--- config.mk ---
export PLATFORM = sky130hd
export DESIGN_NAME = snitch_vfpr_banked
export DESIGN_NICKNAME = d
export VERILOG_FILES = /design/src/rtl/snitch_vfpr_pkg.sv /design/src/rtl/snitch_vfpr_bank_arb.sv /design/src/rtl/snitch_vfpr_banked.sv
export SDC_FILE = /design/constraint.sdc
export NUM_CORES = 1
export LEC_CHECK = 0
export ABC_CLOCK_PERIOD_IN_PS = 4700
export BUFFER_PORTS_ARGS = -buffer_cell sky130_fd_sc_hd__buf_2
export CORE_AREA = 2 2 370 372
export DETAILED_ROUTE_END_ITERATION = 7
export DIE_AREA = 0 0 372 374
export HOLD_SLACK_MARGIN = 0.15
export PLACE_DENSITY = 0.3
export SLEW_MARGIN = 10
export SYNTH_ARGS = -nofsm -noshare
export SYNTH_HDL_FRONTEND = slang
export SYNTH_SLANG_ARGS = --single-unit
export TNS_END_PERCENT = 1
--- constraint.sdc ---
create_clock -name clk_i -period 4.7 [get_ports clk_i]
set_input_delay 0.235 -clock clk_i [delete_from_list [all_inputs] [get_ports clk_i]]
set_output_delay 0.235 -clock clk_i [all_outputs]
set_load 0.01 [all_outputs]
--- src/rtl/snitch_vfpr_pkg.sv ---
// Shared definitions for the banked vector FP register file front-end.
// Provides the statistics counter width, default request/response structs
// (64-bit data, 32-bit byte address, 5-bit bank row) and the address
// decode helpers that split a byte address into bank index and bank row.
package snitch_vfpr_pkg;

    localparam int unsigned CntWidth = 32;

    // Default port-side request/response (TCDM style).
    typedef struct packed {
        logic [31:0] addr;
        logic        write;
        logic [63:0] data;
        logic [7:0]  strb;
    } vfpr_tcdm_req_chan_t;

    typedef struct packed {
        logic                q_valid;
        vfpr_tcdm_req_chan_t q;
    } vfpr_tcdm_req_t;

    typedef struct packed {
        logic [63:0] data;
    } vfpr_rsp_chan_t;

    typedef struct packed {
        logic           q_ready;
        logic           p_valid;
        vfpr_rsp_chan_t p;
    } vfpr_tcdm_rsp_t;

    // Default bank-side request/response (single-port SRAM).
    typedef struct packed {
        logic [4:0]  addr;
        logic        write;
        logic [63:0] data;
        logic [7:0]  strb;
    } vfpr_mem_req_chan_t;

    typedef struct packed {
        logic               q_valid;
        vfpr_mem_req_chan_t q;
    } vfpr_mem_req_t;

    typedef struct packed {
        logic           q_ready;
        vfpr_rsp_chan_t p;
    } vfpr_mem_rsp_t;

    // Bank index: word-interleaved, the bits right above the byte offset.
    // With a single bank the mask is zero, so the result is always 0.
    function automatic logic [31:0] bank_idx(input logic [63:0] addr,
                                             input int unsigned byte_off,
                                             input int unsigned num_banks);
        logic [63:0] sh;
        sh = addr >> byte_off;
        return sh[31:0] & (num_banks - 1);
    endfunction

    // Bank row: the row_width bits above the bank select field.
    function automatic logic [63:0] row_idx(input logic [63:0] addr,
                                            input int unsigned shift,
                                            input int unsigned row_width);
        logic [63:0] sh;
        logic [63:0] mask;
        sh   = addr >> shift;
        mask = (64'd1 << row_width) - 64'd1;
        return sh & mask;
    endfunction

endpackage

--- src/rtl/snitch_vfpr_bank_arb.sv ---
// Per-bank round-robin arbiter with fixed-latency response tag pipeline.
//   clk_i, rst_ni : clock, asynchronous active-low reset
//   cand_i        : one bit per port requesting this bank
//   mem_ready_i   : bank accepts a request this cycle
//   gnt_o         : one-hot winner (independent of mem_ready_i)
//   valid_o       : some port requests this bank
//   winner_o      : index of the winning port
//   rsp_valid_o   : a response leaves the tag pipeline this cycle
//   rsp_port_o    : port that response belongs to
// Handshake: a request is accepted in the cycle valid_o & mem_ready_i;
// only then does the priority pointer move and a tag enter the pipeline.
module snitch_vfpr_bank_arb #(
    parameter int unsigned NumPorts   = 2,
    parameter int unsigned MemLatency = 1,
    localparam int unsigned PortW     = (NumPorts > 1) ? $clog2(NumPorts) : 1
) (
    input  logic                clk_i,
    input  logic                rst_ni,
    input  logic [NumPorts-1:0] cand_i,
    input  logic                mem_ready_i,
    output logic [NumPorts-1:0] gnt_o,
    output logic                valid_o,
    output logic [PortW-1:0]    winner_o,
    output logic                rsp_valid_o,
    output logic [PortW-1:0]    rsp_port_o
);

    logic [PortW-1:0] rr_ptr_q, rr_ptr_d;
    logic             tag_valid_q [MemLatency];
    logic             tag_valid_d [MemLatency];
    logic [PortW-1:0] tag_port_q  [MemLatency];
    logic [PortW-1:0] tag_port_d  [MemLatency];
    logic             handshake;

    // First candidate at or after rr_ptr_q, wrapping modulo NumPorts.
    always_comb begin
        int  idx;
        logic found;
        idx      = 0;
        found    = 1'b0;
        gnt_o    = '0;
        winner_o = '0;
        for (int i = 0; i < int'(NumPorts); i++) begin
            idx = int'(rr_ptr_q) + i;
            if (idx >= int'(NumPorts)) idx = idx - int'(NumPorts);
            if (!found && cand_i[idx]) begin
                found    = 1'b1;
                winner_o = PortW'(idx);
            end
        end
        if (found) gnt_o[winner_o] = 1'b1;
    end

    assign valid_o   = |cand_i;
    assign handshake = valid_o & mem_ready_i;

    always_comb begin
        rr_ptr_d = rr_ptr_q;
        if (handshake) begin
            rr_ptr_d = (winner_o == PortW'(NumPorts - 1)) ? '0 : winner_o + 1'b1;
        end
    end

    always_comb begin
        tag_valid_d[0] = handshake;
        tag_port_d[0]  = winner_o;
        for (int s = 1; s < int'(MemLatency); s++) begin
            tag_valid_d[s] = tag_valid_q[s-1];
            tag_port_d[s]  = tag_port_q[s-1];
        end
    end

    always_ff @(posedge clk_i or negedge rst_ni) begin
        if (!rst_ni) begin
            rr_ptr_q <= '0;
            for (int s = 0; s < int'(MemLatency); s++) begin
                tag_valid_q[s] <= 1'b0;
                tag_port_q[s]  <= '0;
            end
        end else begin
            rr_ptr_q <= rr_ptr_d;
            for (int s = 0; s < int'(MemLatency); s++) begin
                tag_valid_q[s] <= tag_valid_d[s];
                tag_port_q[s]  <= tag_port_d[s];
            end
        end
    end

    assign rsp_valid_o = tag_valid_q[MemLatency-1];
    assign rsp_port_o  = tag_port_q[MemLatency-1];

endmodule

--- src/rtl/snitch_vfpr_banked.sv ---
// Banked vector FP register file front-end: NumPorts TCDM requesters share
// NumBanks single-port SRAM banks, word-interleaved.
//   clk_i, rst_ni  : clock, asynchronous active-low reset
//   req_i / rsp_o  : per-port request and response
//   mem_req_o / mem_rsp_i : per-bank SRAM request and response
//   clr_stats_i    : synchronous clear of the conflict counter
//   conflict_cnt_o : saturating count of cycles with a lost arbitration
// Handshake: a port request is taken in the cycle q_valid & q_ready; the
// requester keeps it stable until then. Each accepted request returns
// exactly one p_valid on the same port MemLatency cycles later, without
// backpressure.
module snitch_vfpr_banked
    import snitch_vfpr_pkg::*;
#(
    parameter int unsigned NumPorts     = 2,
    parameter int unsigned NumBanks     = 4,
    parameter int unsigned DataWidth    = 64,
    parameter int unsigned MemAddrWidth = 5,
    parameter int unsigned MemLatency   = 1,
    parameter type tcdm_req_t = snitch_vfpr_pkg::vfpr_tcdm_req_t,
    parameter type tcdm_rsp_t = snitch_vfpr_pkg::vfpr_tcdm_rsp_t,
    parameter type mem_req_t  = snitch_vfpr_pkg::vfpr_mem_req_t,
    parameter type mem_rsp_t  = snitch_vfpr_pkg::vfpr_mem_rsp_t
) (
    input  logic                clk_i,
    input  logic                rst_ni,
    input  tcdm_req_t           req_i     [NumPorts],
    output tcdm_rsp_t           rsp_o     [NumPorts],
    output mem_req_t            mem_req_o [NumBanks],
    input  mem_rsp_t            mem_rsp_i [NumBanks],
    input  logic                clr_stats_i,
    output logic [CntWidth-1:0] conflict_cnt_o
);

    localparam int unsigned ByteOff = $clog2(DataWidth / 8);
    localparam int unsigned BankSel = $clog2(NumBanks);
    localparam int unsigned BankW   = (NumBanks > 1) ? BankSel : 1;
    localparam int unsigned PortW   = (NumPorts > 1) ? $clog2(NumPorts) : 1;

    logic [BankW-1:0]        bank_sel   [NumPorts];
    logic [MemAddrWidth-1:0] row        [NumPorts];
    logic [NumPorts-1:0]     cand       [NumBanks];
    logic [NumPorts-1:0]     gnt        [NumBanks];
    logic                    bank_valid [NumBanks];
    logic [PortW-1:0]        winner     [NumBanks];
    logic                    rsp_valid  [NumBanks];
    logic [PortW-1:0]        rsp_port   [NumBanks];
    logic                    conflict;
    logic [CntWidth-1:0]     conflict_cnt_q, conflict_cnt_d;

    // Address decode; bits above the row field are ignored.
    always_comb begin
        for (int p = 0; p < int'(NumPorts); p++) begin
            bank_sel[p] = BankW'(bank_idx(64'(req_i[p].q.addr), ByteOff, NumBanks));
            row[p]      = MemAddrWidth'(row_idx(64'(req_i[p].q.addr), ByteOff + BankSel,
                                                MemAddrWidth));
        end
    end

    always_comb begin
        for (int b = 0; b < int'(NumBanks); b++) begin
            for (int p = 0; p < int'(NumPorts); p++) begin
                cand[b][p] = req_i[p].q_valid && (bank_sel[p] == BankW'(b));
            end
        end
    end

    for (genvar b = 0; b < int'(NumBanks); b++) begin : g_bank
        snitch_vfpr_bank_arb #(
            .NumPorts  (NumPorts),
            .MemLatency(MemLatency)
        ) i_arb (
            .clk_i      (clk_i),
            .rst_ni     (rst_ni),
            .cand_i     (cand[b]),
            .mem_ready_i(mem_rsp_i[b].q_ready),
            .gnt_o      (gnt[b]),
            .valid_o    (bank_valid[b]),
            .winner_o   (winner[b]),
            .rsp_valid_o(rsp_valid[b]),
            .rsp_port_o (rsp_port[b])
        );
    end

    // Forward the winner's request to its bank, address replaced by row.
    always_comb begin
        for (int b = 0; b < int'(NumBanks); b++) begin
            mem_req_o[b]         = '0;
            mem_req_o[b].q_valid = bank_valid[b];
            mem_req_o[b].q.addr  = row[winner[b]];
            mem_req_o[b].q.write = req_i[winner[b]].q.write;
            mem_req_o[b].q.data  = req_i[winner[b]].q.data;
            mem_req_o[b].q.strb  = req_i[winner[b]].q.strb;
        end
    end

    // Uniform latency and one request per port per cycle mean at most one
    // bank returns to a given port in any cycle, so OR-ing is safe.
    always_comb begin
        for (int p = 0; p < int'(NumPorts); p++) begin
            rsp_o[p]         = '0;
            rsp_o[p].q_ready = gnt[bank_sel[p]][p] && mem_rsp_i[bank_sel[p]].q_ready;
            for (int b = 0; b < int'(NumBanks); b++) begin
                if (rsp_valid[b] && (rsp_port[b] == PortW'(p))) begin
                    rsp_o[p].p_valid = 1'b1;
                    rsp_o[p].p.data  = mem_rsp_i[b].p.data;
                end
            end
        end
    end

    // A conflict is a valid request that lost arbitration; stalls caused
    // purely by a busy bank are not counted.
    always_comb begin
        conflict = 1'b0;
        for (int p = 0; p < int'(NumPorts); p++) begin
            if (req_i[p].q_valid && !gnt[bank_sel[p]][p]) conflict = 1'b1;
        end
    end

    always_comb begin
        conflict_cnt_d = conflict_cnt_q;
        if (clr_stats_i) begin
            conflict_cnt_d = '0;
        end else if (conflict && (conflict_cnt_q != '1)) begin
            conflict_cnt_d = conflict_cnt_q + 1'b1;
        end
    end

    always_ff @(posedge clk_i or negedge rst_ni) begin
        if (!rst_ni) begin
            conflict_cnt_q <= '0;
        end else begin
            conflict_cnt_q <= conflict_cnt_d;
        end
    end

    assign conflict_cnt_o = conflict_cnt_q;

endmodule

# After elaboration in Yosys (flattened, before gate mapping)

Index checks and enable logic that the tools add are counted.
Widths: inputs -> output; s select.

Register bits: 44
Bits of input ports: 475
Output and inout bits: 480

$add $sub $neg: 17
Order comparisons: 30
Eq/ne operators: 7
Mux-type cells: 112
Bitwise logic cells: 14
Reduce and logical (&&, ||, !) cells: 42

Operator list:

| cell                  | count |
|---|---|
| $mux 73               | 12 |
| $mux 65               | 12 |
| $mux 32               | 10 |
| $bmux 65 s2           | 2 |
| $lt 32x3->1 const B   | 8 |
| $ge 32x3->1 const B   | 4 |
| $sub 32x3->32 const B | 4 |
| $mux 5                | 12 |
| $mux 1                | 52 |
| $add 32x1->32 const B | 1 |
| $ne 32x32->1 const B  | 1 |
| $logic_and 1x1->1     | 29 |
| $mux 2                | 6 |
| $sub 1x2->3 const B   | 4 |
| $add 1x1->2 const B   | 4 |
| $bmux 2 s2            | 2 |
| $eq 2x2->1 const B    | 4 |
| $ge 1x2->1 const B    | 4 |
| $ge 2x2->1 const B    | 4 |
| $lt 1x2->1 const B    | 4 |
| $not 1->2             | 4 |
| $reduce_or 2->1       | 4 |
| $ge 3x3->1 const B    | 2 |
| $logic_not 1->1       | 6 |
| 9 further kinds       | 27 |

# Depth between registers and ports, before layout

Gate-level depths: netlist of the first run.

Word-level depth: 24
Gate-level depth with buffers: 9
Depth with buffers taken out: 6

# By module

From an unflattened synthesis of the first run, not the netlist that was laid out.

Cell total of the unflattened synthesis: 1236
Area, all modules: 9815.7 um^2

By module, submodules not included:

| module               | times used | cells each | area each (um^2) | seq. area each (um^2) |
|---|---|---|---|---|
| snitch_vfpr_banked   | 1          | 1192       | 9295.2           | 800.8 |
| snitch_vfpr_bank_arb | 4          | 11         | 130.1            | 75.1 |

# Worst setup path before layout of the first run

No wires, ideal clock.

Kind: register to register
From: register conflict_cnt_q[0] (netlist: conflict_cnt_o[0])
To: register conflict_cnt_q[29] (netlist: conflict_cnt_o[29])
Library setup time: 0.125 ns
Arrival time: 2.154 ns
Data required time: 4.575 ns
Path slack: 2.421 ns
Stages on the path, launching flop included: 9
Clock period less this slack: 2.279 ns
Cells stage by stage: dfrtp_1 ha_1 nand4_1 or4_1 buf_4 nor3_4 buf_6 nor3_2 mux2_4

Cells in the longest elaborated chain, start to end: 3
Elaborated cells between the ends (all ways): 6

RTL lines:

| what                                                 | RTL line                                             | RTL |
|---|---|---|
| from (decl)                                          | snitch_vfpr_banked.sv:49                             | `logic [CntWidth-1:0] conflict_cnt_q, conflict_cnt_d;` |
| from (signal assigned)                               | snitch_vfpr_banked.sv:134                            | `conflict_cnt_q <= conflict_cnt_d;` |
| $add 32x1->32 / $ne 32x32->1 (equally long branches) | snitch_vfpr_banked.sv:126, snitch_vfpr_banked.sv:125 |  |
| $mux 32 / $logic_and 1x1->1 (equally long branches)  | snitch_vfpr_banked.sv:125                            | `end else if (conflict && (conflict_cnt_q != '1)) begin` |
| $mux 32 / $reduce_bool 2->1 (equally long branches)  | -                                                    |  |

Parallel ways exist; a longest one is shown, timed or not. The select of a mux whose other input is x is not followed.
A chain may end at the register's enable or synchronous reset.

# Final worst setup path of the first run

From: register conflict_cnt_q[0] (netlist: conflict_cnt_o[0])
To: register conflict_cnt_q[1] (netlist: conflict_cnt_o[1])

Same word-level chain as after synthesis.

==> flow_summary.ini, run 1 <==
[cells_and_area]
final_core_util_pct = 12.4
finalInstanceArea_um2 = 16700
final_cell_mix = 904 x buf_2, 610 x nand2_1, 271 x o21ai_0
drive_gt1_share_pct = 48.1
layout.nets = 2850
layout_commonest_cell = buf_2
fin_cells = 4181
syn_to_final_growth_pct = 69.0

[logic_synthesis]
ys_seq_area_share_pct = 11.1
syn_inst = 1580
synth_top_area_share_pct = 23.1
synth_area_um2 = 9910
synth.distinct_cells = 57
syn_nets = 2056
yosys.area.top_type = nand2_1
synth_area_leaders = nand2_1 23%, mux2_2 18%, o21ai_0 14%
yosys_warnings = 0
synth-async-reset-ratio_pct = 100
synth_edf_count = 0
synth-main-ff-cell = dfrtp_1
avgSynthCellArea_um2 = 6.27
synth-seq-cells = 44

[die]
core_um2 = 135000
start_util_pct = 7.34
die_h_um = 374
row_count = 135
die-area_um2 = 139000
io_pins = 955
die-width_um = 372

[sta]
holdWs_ps = 204
clock.fmax_mhz = 312
worst_pin_slew_ps = 961
finalMaxSlewViolations = 0
finalClockSkew_ps = 8.87
setup_viol = 0
finalCriticalPeriod_ps = 3210
final.setup.tns_ps = 0
grt_setup_unrepaired = no
slew_headroom_pct = 35.3
post-route-period-util_pct = 68.3
fin_ws_ps = 1490
report.final.hold_viol_count = 0

[global_route]
grt_use_total_pct = 13.3
grt_pass1_wl_um = 130000
grt_pass1_vias = 15000
grt_max_degree = 71
antenna_found_initial = 69
overflow = 0

[clock_network]
clk_path_buf_depth = 2
htree_levels = 2
cts-root-buf = clkbuf_16
worstSkewPairLatency_ps = 300
clk_pin_slew_ps = 70
cts_made_buffers = 5
cts_tree = done
clkSinkCount = 44

[critical_path]
rrSetupSlack_ps = 1490
startpoint_type = flip-flop
worstPathRequired_ps = 4880
arrival_ps = 3400
critPathCaptureType = flip-flop
cp_max_fo = 18
crit_type = reg2reg

[drt]
antenna_left = 0
drt_iter0_drc = 1097
drcViolationCount = 0
wl_per_cell_um = 23.9
wl_um = 99900
drt-vias-per-instance = 3.78
dr.pass1.iters = 5
via_count = 15800

[placement]
place_inst = 4147
port_buffers = 904
placed_cell_area_um2 = 16500
routabilityCongestion = 0.909
dp_slack_ps = 1480
dp_hpwl_um = 83400

[min_path]
worstHoldPathType = in2reg

[power]
powerDensity_nw_per_um2 = 135
total_power_mw = 2.26
power.leakage_nw = 7.90
ir_worst_vdd_uv = 123

[status]
outcome = finished, final reports clean

[run]
drv_cap = 0
metal layers:
layer	track usage [%]	wire, um	up-vias
met5	0	115	-
met4	2.81	2390	18
met3	3.18	8410	126
met2	22.4	47100	808
met1	16.9	41900	7537
li1	-	-	7296
layout make-up:
cell class / instances / area (um^2)
well taps: 1781 / 2230
diodes: 25 / 62.6
multi-input cells: 1370 / 8210
repair buffers: 944 / 4940
clock inverters: 2 / 35.0
clock buffers: 6 / 129
inverters: 9 / 38.8
flip-flops and latches: 44 / 1100
fillers: 16000 / 118000
synthesized netlist by cell type, types with 6 or more instances:
| cell type | count |
|---|---|
| nand2_1 | 611 |
| o21ai_0 | 271 |
| mux2_2 | 156 |
| a221o_1 | 128 |
| clkbuf_1 | 125 |
| dfrtp_1 | 44 |
| a21oi_1 | 21 |
| buf_2 | 21 |
| or4_1 | 17 |
| or3_1 | 15 |
| nand3_1 | 14 |
| o31ai_1 | 14 |
| nor2_1 | 13 |
| and2_1 | 9 |
| nand4_1 | 9 |
| a21oi_2 | 8 |
| and3_1 | 8 |
| nor2b_1 | 8 |
| inv_1 | 7 |
| buf_4 | 6 |
| nor3_1 | 6 |
power breakdown:
group          leakage (nW)  switching (mW)  total, mW  internal [mW]
registers             0.599          0.0193      0.411          0.392
logic                  7.21           0.872       1.43          0.557
clock network        0.0810           0.171      0.422          0.251
registers in the layout, indices dropped and copies added (netlist names):
register                  count
g_bank.i_arb.rsp_valid_o      4
g_bank.i_arb.rr_ptr_q         4
conflict_cnt_o               32
g_bank.i_arb.rsp_port_o       4
final timing paths:
path	from	to	depth (start not counted)
max	conflict_cnt_o[0]	conflict_cnt_o[1]	7
min	mem_rsp_i[194]	g_bank[1].i_arb.rr_ptr_q	2
max reg2reg	conflict_cnt_o[0]	conflict_cnt_o[1]	7
min reg2reg	g_bank[0].i_arb.rr_ptr_q	g_bank[0].i_arb.rr_ptr_q	1
max in group asynchronous	rst_ni	conflict_cnt_o[2]	3
min in group asynchronous	rst_ni	g_bank[0].i_arb.rr_ptr_q	3
cells by family (layout without fill, tap and decap cells):
family	Yosys count	in the layout	synth area share, %
flops	44	44	11.1
compound gates	472	472	31.9
simple gates	736	736	31.5
buf+inv	166	961	6.97
other cells	0	25	0
mux	161	161	18.4
fa+ha+maj	1	1	0.126
repair_timing:
action	4_1_cts	5_1_grt
setup buffers	0	0
setup endpoints to repair	0	0
hold buffers	1	0
gates resized for setup	0	0
endpoints found under the hold margin	44	0
critical path, stage by stage, from the launching register on:
cell	delay [ps]
dfrtp_1	470
ha_1	260
nand4_1	230
or4_1	750
nor3_4	760
buf_4	310
nor3b_1	70
o21ba_2	230
Power figures use the tool's default switching activity.
==> inputs of run 2 (changes only) <==
--- a/config.mk
+++ b/config.mk
@@ -5,11 +5,11 @@
 export SDC_FILE = /design/constraint.sdc
 export NUM_CORES = 1
 export LEC_CHECK = 0
-export ABC_CLOCK_PERIOD_IN_PS = 4700
+export ABC_CLOCK_PERIOD_IN_PS = 2900
 export BUFFER_PORTS_ARGS = -buffer_cell sky130_fd_sc_hd__buf_2
-export CORE_AREA = 2 2 370 372
+export CORE_AREA = 2 2 372 374
 export DETAILED_ROUTE_END_ITERATION = 7
-export DIE_AREA = 0 0 372 374
+export DIE_AREA = 0 0 374 376
 export HOLD_SLACK_MARGIN = 0.15
 export PLACE_DENSITY = 0.3
 export SLEW_MARGIN = 10
==> constraint.sdc (replaced) <==
create_clock -name clk_i -period 2.9 [get_ports clk_i]
set_input_delay 0.145 -clock clk_i [delete_from_list [all_inputs] [get_ports clk_i]]
set_output_delay 0.145 -clock clk_i [all_outputs]
set_load 0.01 [all_outputs]
==> run 2 against run 1 <==
  * Global-route usage grew 0.58 points
  * Wire length grew 3.3%
  * Critical path depth unchanged
  * Combinational power grew 66%
  * Non-clock buffer count increased by 34
  * Critical path type is now reg2out
  * Count of clock-buffer cells in the layout unchanged
  * Final area increased by 2.1%
  * Register-to-register slack got worse by 1100 ps
  * Die area rose by 1.1%
  * Critical endpoint is now rsp_o[89]
  * Core utilization is 0.11 points higher
  * Highest routed layer unchanged
==> flow_summary.ini, run 2 (synthesized netlist as in run 1, its figures left out) <==
[status]
outcome = finished, final reports clean

[die]
io_pins = 955
die-area_um2 = 141000
core_um2 = 137000
die_h_um = 376
die-width_um = 374
row_count = 136
start_util_pct = 7.25

[critical_path]
startpoint_type = flip-flop
arrival_ps = 2520
critPathCaptureType = primary output
worstPathRequired_ps = 2760
crit_type = reg2out
cp_max_fo = 26

[drt]
wl_um = 103000
via_count = 15700
wl_per_cell_um = 24.5
drcViolationCount = 0
dr.pass1.iters = 7
drt_iter0_drc = 1071
drt-vias-per-instance = 3.72
antenna_left = 0

[global_route]
grt_use_total_pct = 13.8
grt_pass1_vias = 15500
grt_max_degree = 79
grt_pass1_wl_um = 137000
antenna_found_initial = 63
overflow = 0

[placement]
placed_cell_area_um2 = 16900
dp_hpwl_um = 87100
port_buffers = 904
routabilityCongestion = 0.858

[clock_network]
clkSinkCount = 44
cts_tree = done
worstSkewPairLatency_ps = 290
htree_levels = 2
cts_made_buffers = 5
clk_pin_slew_ps = 60
cts-root-buf = clkbuf_16
clk_path_buf_depth = 2
post_cts_buffers = 0

[cells_and_area]
largest_reg_flops = 32
syn_to_final_growth_pct = 72.6
layout.nets = 2884
final_cell_mix = 903 x buf_2, 610 x nand2_1, 271 x o21ai_0
finalInstanceArea_um2 = 17100
layout_commonest_cell = buf_2
final_core_util_pct = 12.5
drive_gt1_share_pct = 48.8

[power]
power.leakage_nw = 8.10
powerDensity_nw_per_um2 = 212
ir_worst_vdd_uv = 178

[sta]
finalCriticalPeriod_ps = 2670
post-route-period-util_pct = 92.0
slew_headroom_pct = 34.3
finalMaxSlewViolations = 0
final.setup.tns_ps = 0
grt_setup_unrepaired = no
report.final.hold_viol_count = 0
setup_viol = 0
finalClockSkew_ps = 6.84
clock.fmax_mhz = 375
worst_pin_slew_ps = 985

[run]
drv_cap = 0

[min_path]
worstHoldPathType = in2reg
## run 2: worst paths after layout
path,startpoint,end,slack (ps),depth (start not counted)
setup / recovery,g_bank[0].i_arb.rsp_port_o,rsp_o[89],230,7
hold / removal,mem_rsp_i[259],g_bank[0].i_arb.rr_ptr_q,160,2
setup reg to reg,conflict_cnt_o[0],conflict_cnt_o[1],360,7
hold reg to reg,g_bank[0].i_arb.rr_ptr_q,g_bank[0].i_arb.rr_ptr_q,530,1
max in group asynchronous,rst_ni,g_bank[2].i_arb.rr_ptr_q,1690,3
min in group asynchronous,rst_ni,conflict_cnt_o[8],440,2
## run 2: routing by layer
layer	share of wire, %	vias up	track usage (%)
li1	-	7356	-
met1	42	7413	17.2
met2	48	765	23.7
met3	7.3	138	3.45
met4	2.8	26	3.28
met5	0.17	-	0
## run 2: layout make-up
cell class                      count  area (um^2)
Antenna cell                       18         45.0
Tap cell                         1794         2240
Clock buffer                        6          129
Timing Repair Buffer              978         5320
Sequential cell                    44         1100
Fill cell                       16200       120000
Clock inverter                      1         5.00
Inverter                            9         38.8
Multi-Input combinational cell   1370         8220
## run 2: power by group
group / switching (mW) / internal (mW)
logic: 1.44 / 0.937
clock network: 0.259 / 0.315
registers: 0.0320 / 0.635
total: 1.73 / 1.89
## run 2: timing repair
action | in CTS | in global routing
resized for setup | 0 | 1
hold buffers | 3 | 0
setup endpoints to repair | 0 | 1
hold endpoints to repair | 27 | 0
## run 2: critical path, stage by stage (launching register included)
cell and delay (ps):
dfrtp_1 380, nor2b_1 270, nor2b_4 340, buf_4 400
a221o_1 200, o21ai_0 70, o21ai_0 340, buf_2 210
## run 2: per-stage QoR
stage,worst slack [ps],instances,power [mW],hold slack [ps]
2_1_floorplan,621,1580,1.64,-151
3_3_place_gp,310,4192,3.10,242
3_5_place_dp,238,4192,3.09,244
4_1_cts,144,4202,3.69,161
5_1_grt,48.8,4214,3.88,167
6_report,231,4220,3.62,158
